==> src/rtl/video_pkg.sv <==
`default_nettype none
// +----------------------------------------------------------------------+
// | video_pkg                                                            |
// | Shared FSM encoding, register map and defaults for the video DMA.    |
// | Rev 1.0                                                              |
// +----------------------------------------------------------------------+
package video_pkg;

  typedef enum logic [1:0] {
    VDMA_IDLE = 2'd0,
    VDMA_RD   = 2'd1,
    VDMA_WR   = 2'd2,
    VDMA_ADV  = 2'd3
  } vdma_state_e;

  localparam logic [2:0] REG_SRC_L  = 3'd0;
  localparam logic [2:0] REG_SRC_H  = 3'd1;
  localparam logic [2:0] REG_DST_L  = 3'd2;
  localparam logic [2:0] REG_DST_H  = 3'd3;
  localparam logic [2:0] REG_WIDTH  = 3'd4;
  localparam logic [2:0] REG_HEIGHT = 3'd5;

  localparam logic [15:0] DST_STRIDE_DEF = 16'h0100;

endpackage
`default_nettype wire

==> src/rtl/video_dma_addr_ctr.sv <==
`default_nettype none
// +----------------------------------------------------------------------+
// | video_dma_addr_ctr                                                   |
// | Loadable address counter with increment and add-stride; wraps mod 2^N|
// | Rev 1.0                                                              |
// +----------------------------------------------------------------------+
module video_dma_addr_ctr #(
  parameter int ADDR_W = 16
) (
  input  logic              clk,
  input  logic              rst_n,
  input  logic              load,
  input  logic [ADDR_W-1:0] load_val,
  input  logic              inc,
  input  logic              add,
  input  logic [ADDR_W-1:0] stride,
  output logic [ADDR_W-1:0] cnt
);

  logic [ADDR_W-1:0] cnt_q;
  logic [ADDR_W-1:0] cnt_d;

  // Load wins over add, add over increment.
  always_comb begin
    cnt_d = cnt_q;
    if (load) begin
      cnt_d = load_val;
    end else if (add) begin
      cnt_d = cnt_q + stride;
    end else if (inc) begin
      cnt_d = cnt_q + ADDR_W'(1);
    end
  end

  always_ff @(posedge clk) begin
    if (!rst_n) begin
      cnt_q <= '0;
    end else begin
      cnt_q <= cnt_d;
    end
  end

  assign cnt = cnt_q;

endmodule
`default_nettype wire

==> src/rtl/video_dma_addr_gen.sv <==
`default_nettype none
// +----------------------------------------------------------------------+
// | video_dma_addr_gen                                                   |
// | 2-D blit address generator: picture ROM -> video RAM, row stride.    |
// | Option macro: VIDEO_DMA_TRANSPARENCY_EN (skip writes of 8'h00).      |
// | Rev 1.0                                                              |
// +----------------------------------------------------------------------+
module video_dma_addr_gen
  import video_pkg::*;
#(
  parameter int                ADDR_W     = 16,
  parameter logic [ADDR_W-1:0] DST_STRIDE = ADDR_W'(DST_STRIDE_DEF)
) (
  input  logic              CLK,
  input  logic              RST_AL,
  input  logic [7:0]        DB,
  input  logic              REG_WR,
  input  logic [2:0]        REG_SEL,
  input  logic              START,
  input  logic              ABORT,
  output logic              RD_REQ,
  output logic [ADDR_W-1:0] RD_ADDR,
  input  logic [7:0]        RD_DATA,
  input  logic              RD_ACK,
  output logic              WR_REQ,
  output logic [ADDR_W-1:0] WR_ADDR,
  output logic [7:0]        WR_DATA,
  input  logic              WR_ACK,
  output logic              BUSY,
  output logic              DONE
);

  localparam logic [1:0] ST_IDLE = VDMA_IDLE;
  localparam logic [1:0] ST_RD   = VDMA_RD;
  localparam logic [1:0] ST_WR   = VDMA_WR;
  localparam logic [1:0] ST_ADV  = VDMA_ADV;

  logic [1:0]  state_q,   state_d;
  logic [15:0] src_reg_q, src_reg_d;
  logic [15:0] dst_reg_q, dst_reg_d;
  logic [7:0]  width_q,   width_d;
  logic [7:0]  height_q,  height_d;
  logic [7:0]  col_q,     col_d;
  logic [7:0]  row_q,     row_d;
  logic [7:0]  data_q,    data_d;
  logic        done_q,    done_d;

  logic              src_load, src_inc;
  logic              dst_load, dst_inc;
  logic              rb_load,  rb_add;
  logic [ADDR_W-1:0] src_cnt, dst_cnt, rb_cnt;
  logic [ADDR_W-1:0] dst_load_val;

  always_comb begin
    state_d   = state_q;
    src_reg_d = src_reg_q;
    dst_reg_d = dst_reg_q;
    width_d   = width_q;
    height_d  = height_q;
    col_d     = col_q;
    row_d     = row_q;
    data_d    = data_q;
    done_d    = 1'b0;
    src_load  = 1'b0;
    src_inc   = 1'b0;
    dst_load  = 1'b0;
    dst_inc   = 1'b0;
    rb_load   = 1'b0;
    rb_add    = 1'b0;

    if (state_q == ST_IDLE && REG_WR) begin
      case (REG_SEL)
        REG_SRC_L:  src_reg_d[7:0]  = DB;
        REG_SRC_H:  src_reg_d[15:8] = DB;
        REG_DST_L:  dst_reg_d[7:0]  = DB;
        REG_DST_H:  dst_reg_d[15:8] = DB;
        REG_WIDTH:  width_d         = DB;
        REG_HEIGHT: height_d        = DB;
        default:    ;
      endcase
    end

    // ABORT overrides every transition, including a same-cycle ack.
    if (ABORT) begin
      state_d = ST_IDLE;
    end else begin
      case (state_q)
        ST_IDLE: begin
          if (START) begin
            state_d  = ST_RD;
            src_load = 1'b1;
            dst_load = 1'b1;
            rb_load  = 1'b1;
            col_d    = width_q;
            row_d    = height_q;
          end
        end
        ST_RD: begin
          if (RD_ACK) begin
            data_d  = RD_DATA;
`ifdef VIDEO_DMA_TRANSPARENCY_EN
            state_d = (RD_DATA == 8'h00) ? ST_ADV : ST_WR;
`else
            state_d = ST_WR;
`endif
          end
        end
        ST_WR: begin
          if (WR_ACK) begin
            state_d = ST_ADV;
          end
        end
        default: begin
          if (col_q != 8'd0) begin
            src_inc = 1'b1;
            dst_inc = 1'b1;
            col_d   = col_q - 8'd1;
            state_d = ST_RD;
          end else if (row_q != 8'd0) begin
            src_inc  = 1'b1;
            rb_add   = 1'b1;
            dst_load = 1'b1;
            col_d    = width_q;
            row_d    = row_q - 8'd1;
            state_d  = ST_RD;
          end else begin
            done_d  = 1'b1;
            state_d = ST_IDLE;
          end
        end
      endcase
    end
  end

  // At a row end dst takes the row base the base counter is moving to.
  assign dst_load_val = (state_q == ST_IDLE) ? ADDR_W'(dst_reg_q) : rb_cnt + DST_STRIDE;

  video_dma_addr_ctr #(.ADDR_W(ADDR_W)) u_src_ctr (
    .clk(CLK), .rst_n(RST_AL), .load(src_load), .load_val(ADDR_W'(src_reg_q)),
    .inc(src_inc), .add(1'b0), .stride('0), .cnt(src_cnt)
  );

  video_dma_addr_ctr #(.ADDR_W(ADDR_W)) u_dst_ctr (
    .clk(CLK), .rst_n(RST_AL), .load(dst_load), .load_val(dst_load_val),
    .inc(dst_inc), .add(1'b0), .stride('0), .cnt(dst_cnt)
  );

  video_dma_addr_ctr #(.ADDR_W(ADDR_W)) u_rb_ctr (
    .clk(CLK), .rst_n(RST_AL), .load(rb_load), .load_val(ADDR_W'(dst_reg_q)),
    .inc(1'b0), .add(rb_add), .stride(DST_STRIDE), .cnt(rb_cnt)
  );

  always_ff @(posedge CLK) begin
    if (!RST_AL) begin
      state_q   <= ST_IDLE;
      src_reg_q <= '0;
      dst_reg_q <= '0;
      width_q   <= '0;
      height_q  <= '0;
      col_q     <= '0;
      row_q     <= '0;
      data_q    <= '0;
      done_q    <= 1'b0;
    end else begin
      state_q   <= state_d;
      src_reg_q <= src_reg_d;
      dst_reg_q <= dst_reg_d;
      width_q   <= width_d;
      height_q  <= height_d;
      col_q     <= col_d;
      row_q     <= row_d;
      data_q    <= data_d;
      done_q    <= done_d;
    end
  end

  assign RD_REQ  = (state_q == ST_RD);
  assign WR_REQ  = (state_q == ST_WR);
  assign RD_ADDR = RD_REQ ? src_cnt : '0;
  assign WR_ADDR = WR_REQ ? dst_cnt : '0;
  assign WR_DATA = WR_REQ ? data_q  : 8'h00;
  assign BUSY    = (state_q != ST_IDLE);
  assign DONE    = done_q;

endmodule
`default_nettype wire

==> config.mk <==
export PLATFORM = sky130hd
export DESIGN_NAME = video_dma_addr_gen
export DESIGN_NICKNAME = d
export VERILOG_FILES = /design/src/rtl/video_pkg.sv /design/src/rtl/video_dma_addr_ctr.sv /design/src/rtl/video_dma_addr_gen.sv
export SDC_FILE = /design/constraint.sdc
export NUM_CORES = 1
export LEC_CHECK = 0
export CORE_MARGIN = 2
export CORE_UTILIZATION = 40
export CTS_CLUSTER_DIAMETER = 60
export CTS_CLUSTER_SIZE = 8
export DETAILED_ROUTE_END_ITERATION = 8
export HOLD_SLACK_MARGIN = 0.08
export PLACE_DENSITY_LB_ADDON = 0.08
export SKIP_LAST_GASP = 1
export SYNTH_ARGS = -nofsm -noshare
export SYNTH_HDL_FRONTEND = slang
export SYNTH_SLANG_ARGS = --single-unit
==> constraint.sdc <==
create_clock -name CLK -period 2 [get_ports CLK]
set_input_delay 0.5 -clock CLK [delete_from_list [all_inputs] [get_ports CLK]]
set_output_delay 0.5 -clock CLK [all_outputs]
set_load 0.01 [all_outputs]
# Yosys cells after proc, flatten, opt, wreduce, memory -nomap -nowiden
# Cells that the tools add are included.
dict set report op_classes {
  add_sub_neg 5
  eq_ne 11
  mux 40
  bitwise 3
  reduce_logical 25
}
# operator n
set ops {}
lappend ops {{$mux W16} 9}
lappend ops {{$mux W8} 7}
lappend ops {{$add A16 B1 Y16 const B} 2}
lappend ops {{$pmux W8 S2} 2}
lappend ops {{$mux W1} 17}
lappend ops {{$add A16 B9 Y16 const B} 1}
lappend ops {{$reduce_bool A8 Y1} 2}
lappend ops {{$sub A8 B1 Y8 const B} 2}
lappend ops {{$reduce_and A2 Y1} 6}
lappend ops {{$reduce_bool A2 Y1} 5}
lappend ops {{$eq A3 B2 Y1 const B} 2}
lappend ops {{$eq A3 B3 Y1 const B} 2}
lappend ops {{$mux W2} 3}
lappend ops {{$pmux W2 S3} 1}
lappend ops {{$reduce_and A3 Y1} 2}
lappend ops {{$reduce_or A6 Y1} 1}
lappend ops {{$reduce_and A5 Y1} 1}
lappend ops {{$ne A2 B1 Y1 const B} 2}
lappend ops {{$ne A2 B2 Y1 const B} 2}
lappend ops {{$reduce_and A4 Y1} 1}
lappend ops {{$reduce_or A2 Y1} 2}
lappend ops {{$eq A3 B1 Y1 const B} 1}
lappend ops {{$logic_not A3 Y1} 1}
lappend ops {{$not A1 Y1} 3}
lappend ops {{other kinds (7)} 7}
dict set report word_totals {
  reg_bits 123
  in_bits 26
  output_inout_bits 44
  word_cells 98
}

# Depth between registers and ports, before layout
dict set report logic_depth {
  ltp_word 7
  mapped_depth 10
  depth_no_buf 8
}

# Hierarchy
# Synthesis repeated with hierarchy kept, for this count alone.
dict set report hier_totals {
  hier_cells 1056
  hier_area_um2 8642.0
}
# mod n_inst cells_per_inst area_each_um2 seq_area_each_um2
set by_module_without_submodules {}
lappend by_module_without_submodules {video_dma_addr_ctr 3 203 1514.0 320.3}
lappend by_module_without_submodules {video_dma_addr_gen 1 447 4100.2 1501.4}

# Least setup slack after synthesis
# Ideal clock, no wire load.
dict set report synth_path {
  path_kind {register to register}
  startpoint {register col_q[0]}
  endpoint {register row_q[4]}
  setup_ns 0.130
  arrival_time_ns 1.839
  required_ns 1.870
  slack_ns 0.031
  path_stages_with_launch 11
  path_buffers 2
  period_less_slack_ns 1.969
  path_cell_list {dfxtp_1 -> inv_1 -> ha_1 -> nor3b_4 -> nand2_2 -> buf_6 -> nor3_1 -> o21ai_2 -> buf_2 -> o211ai_1 -> o31ai_1}
}
dict set report synth_via {
  elab_chain_len 3
}
# element line_no
set synth_rtl {}
lappend synth_rtl {{start: declaration} video_dma_addr_gen.sv:43} ;# logic [7:0] col_q, col_d;
lappend synth_rtl {{start signal: assignment} video_dma_addr_gen.sv:170} ;# col_q <= col_d;
lappend synth_rtl {{$reduce_bool A8 Y1} video_dma_addr_gen.sv:114} ;# if (col_q != 8'd0) begin
lappend synth_rtl {{$ne A2 B2 Y1 (no line)} -}
lappend synth_rtl {{$reduce_and A5 Y1 (no line)} -}
lappend synth_rtl {{end signal: assignment} video_dma_addr_gen.sv:171} ;# row_q <= row_d;
lappend synth_rtl {{end: declaration} video_dma_addr_gen.sv:44} ;# logic [7:0] row_q, row_d;
# Every way passes these cells.
# A chain may end at the register's enable or synchronous reset.

# Worst setup path in the final report
dict set report layout_path {
  startpoint {register state_q[1]}
  endpoint {output port WR_DATA[6]}
}
dict set report layout_via {
  elab_chain_len 2
}
# element line_no
set layout_rtl {}
lappend layout_rtl {{start: declaration} video_dma_addr_gen.sv:38} ;# logic [1:0] state_q, state_d;
lappend layout_rtl {{start signal: assignment} video_dma_addr_gen.sv:165} ;# state_q <= state_d;
lappend layout_rtl {{$eq A2 B2 Y1} video_dma_addr_gen.sv:178} ;# assign WR_REQ = (state_q == ST_WR);
lappend layout_rtl {{$mux W8} video_dma_addr_gen.sv:181} ;# assign WR_DATA = WR_REQ ? data_q : 8'h00;
lappend layout_rtl {{end: declaration} video_dma_addr_gen.sv:27} ;# output logic [7:0] WR_DATA,
# Every way passes these cells.

==> reports/metrics.cfg <==
[status]
status = finished with violations
violations = setup timing

[placement]
hpwl_um = 12900
placed_cell_area_um2 = 7910
placedCellCount = 1087
place_congestion = 0.830
io_buffers = 69

[finish]
antenna_cells = 0
fillCellCount = 1382
layout.cells.non_filler = 1144
final_area_um2 = 9080
final_cell_mix = dfxtp_1, nor2_1, buf_4
multi_input_area_um2 = 3900
final_common_cell = dfxtp_1
fin_util = 0.593
syn_to_final_growth_pct = 43.4
regArea_um2 = 2470
drive_above_1_share = 0.303
nets = 956

[floorplan]
pin_count = 70
rows = 45
dieHeight_um = 130
core_um2 = 15300
start_util = 0.414
die_w_um = 130
dieArea_um2 = 16900

[synth]
netlist_area_um2 = 6330
synth-edff-count = 0
ys_seq_elements = 123
ys_warn_count = 0
synthFlopType = dfxtp_1
synth_cells = 758
yosysSeqAreaShare = 0.389
yosysUniqueCellTypes = 65
syn_nets = 794
syn_avg_cell_area_um2 = 8.36
async_flop_share = 0

[sta]
clock_skew_ns = 0.00902
slew_violations = 0
grt_setup_unrepaired = true
finalWorstSetupSlack_ns = -0.0399
tns_ns = -0.348
max_freq_ghz = 0.490
relSlewSlack = 0.610
finalCriticalPeriod_ns = 2.04
post-route-period-util = 1.02
setup_viol = 21
worstMarginPinSlew_ns = 0.583
hold_violations = 0

[detailed_routing]
drc = 0
drtIter0Drc = 460
drtPass1Iterations = 5
via_per_inst = 5.32
routed_wirelength_um = 20200
vias = 6091
detail-route-antenna-nets = 0
routedWlPerCell_um = 17.7

[critical_path]
cp_max_fo = 6
path_buf_inv = 3
worst_ep_required_time_ns = 1.50
crit_family = buffers and inverters
worstPathArrival_ns = 1.54
cp_slowest_cell = dfxtp_2
cp_cell_sequence = buf_6, ha_4, clkbuf_16, and2_1, buf_2
end_kind = output pin
worstSetupPathType = reg2out
startpoint_type = flop
slowest_delay_ns = 0.33

[clock_network]
cts_hold_buffers = 0
clk_pin_slew_ns = 0.06
h-tree-depth = 4
clk_latency_ns = 0.42
cts.path.max_buffers = 2
clkSinkCount = 123
cts_tree = built
cts_made_buffers = 17
cts-root-buf = clkbuf_16

[grt]
overflow = 0
antenna_found_initial = 0
grt_max_degree = 65
grt_pass1_vias = 5840
track_usage = 0.245
grt_first_pass_wirelength_um = 31700

[flow_run]
drv_cap = 0

[power]
ir_drop_uv = 608
cellLeakagePower_nw = 3.62
p_total_mw = 6.83
powerDensity_nw_per_um2 = 751

[min_path]
min_path_type = reg2reg

[cell families (layout without fill, tap and decap cells)]
logic type	after synthesis	in the layout	share of synthesized area
flip-flops	123	123	0.389
buffers and inverters	63	237	0.0415
AO/OA/AOI/OAI	175	176	0.172
adder cells (fa/ha/maj)	10	10	0.0198
multiplexers	69	69	0.110
AND/OR/NAND/NOR	296	296	0.237
XOR/XNOR	22	22	0.0304
[through the flow]
| stage | hold WS, ns | setup WS, ns |
|---|---|---|
| 2_1_floorplan | 0.434 | 0.0313 |
| 3_3_place_gp | 0.440 | -0.453 |
| 3_5_place_dp | 0.448 | -0.478 |
| 4_1_cts | 0.457 | -0.122 |
| 5_1_grt | 0.475 | -0.0871 |
| 6_report | 0.454 | -0.0399 |
[metal layers]
layer / up-vias / wire (um) / global-route usage / share of wire
met2: 167 / 9290 / 0.393 / 0.46
met3: 35 / 944 / 0.0541 / 0.047
met5: - / 0 / 0 / 0
li1: 3004 / - / - / -
met1: 2885 / 9510 / 0.329 / 0.47
met4: 0 / 479 / 0.0841 / 0.024
[worst paths after layout]
path,startpoint,to,slack (ns),cells after the start
worst max-delay path,state_q[1]$_SDFFE_PP0P_,WR_DATA[6],-0.04,5
worst min-delay path,u_rb_ctr.cnt[4]$_SDFFE_PN0P_,u_rb_ctr.cnt[4]$_SDFFE_PN0P_,0.45,2
worst max register to register,state_q[1]$_SDFFE_PP0P_,u_dst_ctr.cnt[5]$_SDFFE_PN0P_,0.02,10
worst min register to register,u_rb_ctr.cnt[4]$_SDFFE_PN0P_,u_rb_ctr.cnt[4]$_SDFFE_PN0P_,0.45,2
[cell usage after synthesis (3+ instances only)]
library cell  count  share of area
nor2b_1           5         0.0049
a31oi_1           6         0.0059
nand2b_1          4         0.0040
buf_2             5         0.0040
mux2_2            5         0.0089
a22oi_1           5         0.0059
or3_1             3         0.0030
nor4_1            3         0.0030
nor2_1           94          0.056
a32oi_1           4         0.0055
mux2i_1          64           0.10
o31ai_1           5         0.0059
nor3_1           23          0.018
ha_1             10          0.020
nand4_1          13          0.013
o22ai_1           9         0.0089
buf_1             4         0.0024
xnor2_1          10          0.014
clkbuf_1         32          0.019
nor4_4            3          0.010
xor2_1           12          0.017
inv_1            16         0.0095
and3_1            3         0.0030
dfxtp_1         123           0.39
a21oi_1          69          0.055
nand3_1          16          0.013
o21ai_0          46          0.036
o211ai_1          7         0.0083
and2_1           46          0.045
a211oi_1          5         0.0059
nand2_1          64          0.038
[report_power, final]
group	leakage (nW)	total (mW)	internal, mW	switching [mW]
logic	2.34	1.10	0.526	0.571
clock network	0.285	3.14	1.94	1.19
registers	0.998	2.59	2.52	0.0711
total	3.62	6.83	4.99	1.84
[layout make-up]
| class | count | share of cell area |
|---|---|---|
| clock inverter | 12 | 0.0153 |
| multi-input combinational | 573 | 0.429 |
| tap | 211 | 0.0291 |
| inverter | 18 | 0.00744 |
| sequential | 123 | 0.272 |
| timing repair buffer | 187 | 0.196 |
| clock buffer | 20 | 0.0514 |
[state kept, by name, indices dropped and copies added, names as in the netlist]
name,cells
dst_reg_q,16
width_q,8
u_dst_ctr.cnt,16
data_q,8
DONE,1
state_q,2
height_q,8
src_reg_q,16
row_q,8
u_rb_ctr.cnt,16
u_src_ctr.cnt,16
col_q,8
[worst min-delay path, stage by stage, from the launching register on]
cell	delay [ns]
dfxtp_1	0.31
nand2_1	0.05
a21oi_1	0.05
[repair_timing]
| action | 4_1_cts | 5_1_grt |
|---|---|---|
| cloned | 4 | 4 |
| setup endpoints to repair | 89 | 116 |
| resized for setup | 186 | 112 |
| pin swaps | 9 | 19 |
| setup buffers | 11 | 7 |
No activity file was read; power rests on OpenSTA's default activity.
